==> config.mk <==
export PLATFORM = sky130hd
export DESIGN_NAME = bin_to_bcd_display
export DESIGN_NICKNAME = d
export VERILOG_FILES = /design/src/rtl/seg7_pkg.sv /design/src/rtl/bcd_add3.sv /design/src/rtl/bin_to_bcd_display.sv
export SDC_FILE = /design/constraint.sdc
export NUM_CORES = 1
export LEC_CHECK = 0
export BUFFER_PORTS_ARGS = -buffer_cell sky130_fd_sc_hd__clkbuf_2
export CORE_MARGIN = 10
export CORE_UTILIZATION = 60
export CTS_CLUSTER_DIAMETER = 60
export DETAILED_ROUTE_END_ITERATION = 10
export PLACE_DENSITY_LB_ADDON = 0.3
export SLEW_MARGIN = 25
export SYNTH_ARGS = -nofsm -noshare
export SYNTH_HDL_FRONTEND = slang
export SYNTH_SLANG_ARGS = --single-unit
export TNS_END_PERCENT = 5
==> constraint.sdc <==
create_clock -name clk -period 5.5 [get_ports clk]
set_clock_uncertainty 0.15 [all_clocks]
set_input_delay 1.1 -clock clk [delete_from_list [all_inputs] [get_ports clk]]
set_output_delay 1.1 -clock clk [all_outputs]
set_load 0.02 [all_outputs]
==> src/rtl/seg7_pkg.sv <==
// seg7_pkg: display codes and converter state shared with the seven-segment driver
package seg7_pkg;
  localparam logic [3:0] BLANK_CODE = 4'd15;
  localparam logic [3:0] OVF_CODE = 4'd10;
  localparam int NUM_DIGITS = 4;
  localparam int ACC_W = 20;
  typedef enum logic [1:0] {IDLE, SHIFT, FINISH} conv_state_t;
endpackage

==> src/rtl/bcd_add3.sv <==
// bcd_add3: double-dabble digit adjust, adds 3 to any digit of 5 or more
module bcd_add3 (
  input  logic [3:0] d_in,
  output logic [3:0] d_out
);
  always_comb d_out = d_in >= 4'd5 ? d_in + 4'd3 : d_in;
endmodule

==> src/rtl/bin_to_bcd_display.sv <==
// bin_to_bcd_display: iterative binary to four-digit BCD with blanking and overflow
module bin_to_bcd_display
  import seg7_pkg::*;
#(
  parameter int WIDTH = 16
) (
  input  logic             clk,
  input  logic             rst_n,
  input  logic             start,
  input  logic             clear,
  input  logic             blank_lz,
  input  logic [WIDTH-1:0] bin_in,
  output logic             busy,
  output logic             done,
  output logic             valid,
  output logic [3:0]       bcd_data_0,
  output logic [3:0]       bcd_data_1,
  output logic [3:0]       bcd_data_2,
  output logic [3:0]       bcd_data_3
);
  localparam int CW = $clog2(WIDTH + 1);
  conv_state_t state, state_nxt;
  logic [WIDTH-1:0] sh;
  logic [ACC_W-1:0] acc, adj;
  logic [CW-1:0] cnt;
  logic blz, ovf, z3, z2, z1;
  logic [15:0] fin;
  for (genvar i = 0; i < NUM_DIGITS; i++) begin : g_add3
    bcd_add3 u_add3 (.d_in(acc[4*i +: 4]), .d_out(adj[4*i +: 4]));
  end
  // digit 4 only collects the overflow and never needs adjusting for WIDTH<=16
  assign adj[19:16] = acc[19:16];
  always_ff @(posedge clk or negedge rst_n)
    if (!rst_n) state <= IDLE;
    else state <= state_nxt;
  always_comb
    state_nxt = clear ? IDLE :
                state == IDLE ? (start ? SHIFT : IDLE) :
                state == SHIFT ? (cnt == CW'(1) ? FINISH : SHIFT) : IDLE;
  always_comb begin
    busy = state != IDLE;
    ovf = acc[19:16] != 4'd0;
    z3 = acc[15:12] == 4'd0;
    z2 = z3 && acc[11:8] == 4'd0;
    z1 = z2 && acc[7:4] == 4'd0;
    fin[15:12] = ovf ? OVF_CODE : blz && z3 ? BLANK_CODE : acc[15:12];
    fin[11:8] = ovf ? OVF_CODE : blz && z2 ? BLANK_CODE : acc[11:8];
    fin[7:4] = ovf ? OVF_CODE : blz && z1 ? BLANK_CODE : acc[7:4];
    fin[3:0] = ovf ? OVF_CODE : acc[3:0];
  end
  always_ff @(posedge clk or negedge rst_n)
    if (!rst_n) begin
      sh <= '0;
      acc <= '0;
      cnt <= '0;
      blz <= 1'b0;
      done <= 1'b0;
      valid <= 1'b0;
      {bcd_data_3, bcd_data_2, bcd_data_1, bcd_data_0} <= '0;
    end else begin
      done <= 1'b0;
      if (clear) begin
        valid <= 1'b0;
        {bcd_data_3, bcd_data_2, bcd_data_1, bcd_data_0} <= {4{BLANK_CODE}};
      end else if (state == IDLE && start) begin
        sh <= bin_in;
        blz <= blank_lz;
        acc <= '0;
        cnt <= CW'(WIDTH);
      end else if (state == SHIFT) begin
        {acc, sh} <= {adj, sh} << 1;
        cnt <= cnt - 1'b1;
      end else if (state == FINISH) begin
        {bcd_data_3, bcd_data_2, bcd_data_1, bcd_data_0} <= fin;
        done <= 1'b1;
        valid <= 1'b1;
      end
    end
endmodule

## Word-level counts from Yosys, hierarchy flattened

Index checks and enable logic that the tools add are counted.

- Register bits: 62
- Latch bits: 0
- Bits in writable memories: 0
- ROM bits: 0
- Input port bits: 21
- Output and inout port bits: 19
- Logic and storage cells: 89
- Memories kept: 0

- $add $sub $neg: 5
- Multipliers: 0
- Divide/modulo/power cells: 0
- Magnitude comparators: 4
- Eq/ne operators: 5
- Shift-type cells: 0
- Muxes and demuxes: 46
- Bitwise operators: 1
- Reductions and logical operators: 17

Operators with widths:

| cell | count |
|---|---|
| $mux 4 | 27 |
| $mux 20 | 2 |
| $mux 16 | 2 |
| $add 4x2->4 const B | 4 |
| $ge 4x3->1 const B | 4 |
| $logic_not 4->1 | 3 |
| $mux 5 | 2 |
| $mux 1 | 9 |
| $mux 2 | 4 |
| $logic_and 1x1->1 | 6 |
| $reduce_bool 2->1 | 3 |
| $eq 5x1->1 const B | 1 |
| $sub 5x1->5 const B | 1 |
| $ne 2x2->1 const B | 2 |
| $reduce_and 2->1 | 2 |
| $reduce_bool 4->1 | 1 |
| $reduce_and 3->1 | 1 |
| $eq 2x1->1 const B | 1 |
| $eq 2x2->1 const B | 1 |
| $logic_not 2->1 | 1 |
| $not 1->1 | 1 |

## Logic depth before layout (Yosys ltp)

- Depth after elaboration: 10
- Gate-level depth with buffers: 7
- Gate-level depth less buffers: 6

## Modules after synthesis

A second synthesis with hierarchy kept.

- Cell total of the unflattened synthesis: 328
- Area, all modules: 3141.8 µm²

By module, submodules not included:

| module | instances | cells an instance | area an instance (µm²) | seq. area each (µm²) |
|---|---|---|---|---|
| bin_to_bcd_display | 1 | 264 | 2736.4 | 1551.5 |
| bcd_add3 | 4 | 16 | 101.3 | 0.0 |

## Worst setup path before layout

No wires, ideal clock.

- Kind: input port to flip-flop
- From: input clear
- To: register sh[2]
- Setup time: 0.077 ns
- Arrival: 2.249 ns
- Required time: 5.273 ns
- Slack: 3.023 ns
- Stages on the path: 6
- Path buffers: 2
- Cells stage by stage: clkbuf_1 or4b_1 nand2_1 buf_2 nor2_1 a21oi_1

- Cells in the longest elaborated chain, start to end: 2

RTL lines:

| item | line | source |
|---|---|---|
| start: declaration | bin_to_bcd_display.sv:10 | `input logic clear,` |
| $not 1->1 (no line) | - |  |
| $reduce_and 2->1 (no line) | - |  |
| end signal: assignment | bin_to_bcd_display.sv:66 | `sh <= bin_in;` |
| end signal: assignment | bin_to_bcd_display.sv:71 | `{acc, sh} <= {adj, sh} << 1;` |
| end: declaration | bin_to_bcd_display.sv:23 | `logic [WIDTH-1:0] sh;` |

Every way passes these cells.
A chain may end at the register's enable or synchronous reset.

## Worst setup path in the final report

- From: input clear
- To: register sh[15]

Same word-level chain as after synthesis.

==> results.json <==
{
  "synth_area_leader_cell": "dfrtp_1",
  "syn_area_mm2": 0.00299,
  "vias": 2248,
  "path_cells": "clkbuf_2 > or3b_1 > nand2_1 > nor2_1 > a21oi_1",
  "grt_max_degree": 63,
  "antenna_cells": 0,
  "period_needed_ns": 3.41,
  "p_switching_uw": 419,
  "dpl.hpwl_mm": 4.18,
  "drc_errors": 0,
  "wirelength_mm": 6.19,
  "critPathMaxStageDelay_ns": 0.83,
  "io_pins": 40,
  "critical_path_class": "primary input to flop",
  "cts_setup_buffers": 0,
  "synthArstFlopShare": 1.00,
  "internal_power_uw": 907,
  "crit_required_ns": 5.52,
  "die-area_mm2": 0.00820,
  "clk_pin_slew_worst_paths_ns": 0.06,
  "p_seq_frac": 0.484,
  "max_freq_ghz": 0.293,
  "ff_latch_area_mm2": 0.00155,
  "rsz0062_at_grt": "no",
  "fillers": 369,
  "synth_ff_type": "dfrtp_1",
  "pwr-share-clk": 0.279,
  "grt_pass1_vias": 2215,
  "drive_gt1_frac": 0.187,
  "worst_pin_slew_ns": 0.973,
  "netlist_top_cells_area": "dfrtp_1, ha_1, mux2i_1, a21oi_1, o21ai_0",
  "multi_input_area_mm2": 0.00132,
  "clk_path_buf_depth": 2,
  "yosys-top-cells-count": "dfrtp_1, nand2_1, a21oi_1",
  "worstPathMaxFanout": 33,
  "clock_sinks": 62,
  "yosysWarnings": 0,
  "finalPower_mw": 1.33,
  "core.rowCount": 25,
  "ant_nets": 0,
  "irDropWorstVdd_mv": 0.234,
  "status": "finished, final reports clean",
  "synth_cells": 294,
  "grt_pass1_wl_mm": 10.7,
  "p_comb_frac": 0.237,
  "synth_seq_cells": 62,
  "fin_tns_setup_ns": 0,
  "io_buffers": 39,
  "slew_headroom": 0.352,
  "clk_latency_ns": 0.33,
  "hp-class": "flop to flop",
  "timing.critical_path.from_type": "primary input",
  "first_pass_iters": 4,
  "cts_max_level": 3,
  "synth_top_area_frac": 0.520,
  "crit_family": "simple AND/OR/NAND/NOR gates",
  "antenna_found_initial": 0,
  "cellLeakagePower_nw": 1.51,
  "worstPathArrival_ns": 3.43,
  "drt_iter0_markers": 118,
  "power_density_mw_per_mm2": 391,
  "cts_resized": 0,
  "cpMaxStageDelayCell": "or3b_1",
  "viasPerCell": 5.63,
  "syn_nets": 328,
  "gp_congestion": 0.814,
  "cts_made_buffers": 9,
  "maxSlewViolCount": 0,
  "root_buffer": "clkbuf_8",
  "hold_buffers": 0,
  "dieWidth_um": 90.5,
  "nets": 362,
  "gr-total-overflow": 0,
  "die_h_um": 90.5,
  "cts_tree": "done",
  "post_drt_wl_per_cell_um": 15.5,
  "syn_to_final_growth_pct": 13.7,
  "ys_seq_area_frac": 0.520,
  "start_util": 0.624,
  "postSynthAreaPerCell_um2": 10.2,
  "synth_cell_types": 38,
  "drv_cap": 0,
  "cp_num_buf_inv": 1,
  "synth-edff-count": 0,
  "grt_usage": 0.157,
  "core_mm2": 0.00479,
  "setup_viol": 0,
  "min_period_over_period": 0.620,
  "yosysMostFrequentCell": "dfrtp_1",
  "swShare": 0.316,
  "final_hold_viol_count": 0,
  "cp-end-kind": "flop"
}
==> layout make-up <==
| type | instances | share of cell area |
|---|---|---|
| clock buffers | 15 | 0.0549 |
| multi-input cells | 203 | 0.389 |
| repair buffers | 41 | 0.0619 |
| flip-flops and latches | 62 | 0.457 |
| well taps | 67 | 0.0247 |
| inverters | 11 | 0.0122 |
==> worst min-delay path, cell delays in order (launching register included) <==
cell,delay (ns)
dfrtp_1,0.35
nand2_1,0.05
nand2_1,0.06
==> state kept, by name, summed over array words and instances, names as in the netlist, 2 cells and up <==
signal and cells:
bcd_data_0 4, sh 16, bcd_data_3 4, state 2, bcd_data_2 4, acc 20, cnt 5, bcd_data_1 4
==> power groups by stage <==
stage | Clock (mW) | Sequential (mW) | Combinational, mW
after floorplan | 0 | 0.618 | 0.243
after global placement | 0 | 0.644 | 0.302
after detailed placement | 0 | 0.647 | 0.315
after CTS | 0.377 | 0.640 | 0.317
after global routing | 0.401 | 0.654 | 0.361
final | 0.370 | 0.641 | 0.315
==> logic make-up after synthesis <==
family / synth area share
mux: 0.0654
flops: 0.520
compound gates: 0.148
xor+xnor: 0.0264
fa+ha+maj: 0.0545
buf+inv: 0.0381
simple gates: 0.148
==> final timing paths <==
kind / depth (start not counted) / end / slack [ns] / from
setup / recovery: 5 / sh[15] / 2.09 / clear
hold / removal: 2 / blz / 0.34 / blz
setup reg to reg: 4 / sh[15] / 2.79 / state[0]
hold reg to reg: 2 / blz / 0.34 / blz
max in group asynchronous: 2 / bcd_data_0[3] / 3.94 / rst_n
min in group asynchronous: 2 / sh[3] / 0.78 / rst_n
==> through the flow <==
stage               instances   util  worst slack, ns  hold WS [ns]  cell area (um2)
global placement          384  0.670             1.92         0.319             3210
CTS                       399  0.709             2.16         0.340             3390
floorplan                 294      -             3.02         0.288             2990
global route              399  0.709             1.83         0.365             3390
detailed placement        384  0.670             1.79         0.319             3210
finish                    399  0.709             2.09         0.345             3390
==> per-layer routing <==
layer  vias to the layer above  global-route usage  part of all wire
met5                         -                   0                 0
met4                         0              0.0690             0.017
met3                        10              0.0507             0.059
met2                        49               0.241              0.46
met1                      1094               0.197              0.46
li1                       1095                   -                 -
==> cell usage in the layout, fill, tap and decap left out, types with 2 or more instances in the layout <==
master	netlist	layout
clkbuf_8	0	13
mux2i_1	15	15
nor2_1	23	23
o22a_1	3	3
ha_1	13	13
o21ai_0	23	23
clkbuf_1	12	2
nand2_1	26	26
nor3b_1	2	2
a221o_1	2	2
nand2b_1	6	6
mux2_2	4	4
a221oi_1	2	2
a32oi_1	4	4
clkbuf_2	0	39
buf_4	0	2
xor2_1	4	4
o32a_1	4	4
nand3_1	22	22
xnor2_1	5	5
o31ai_1	5	5
dfrtp_1	62	62
inv_1	11	11
a21oi_1	25	25
(Power assumes the default switching activity.)
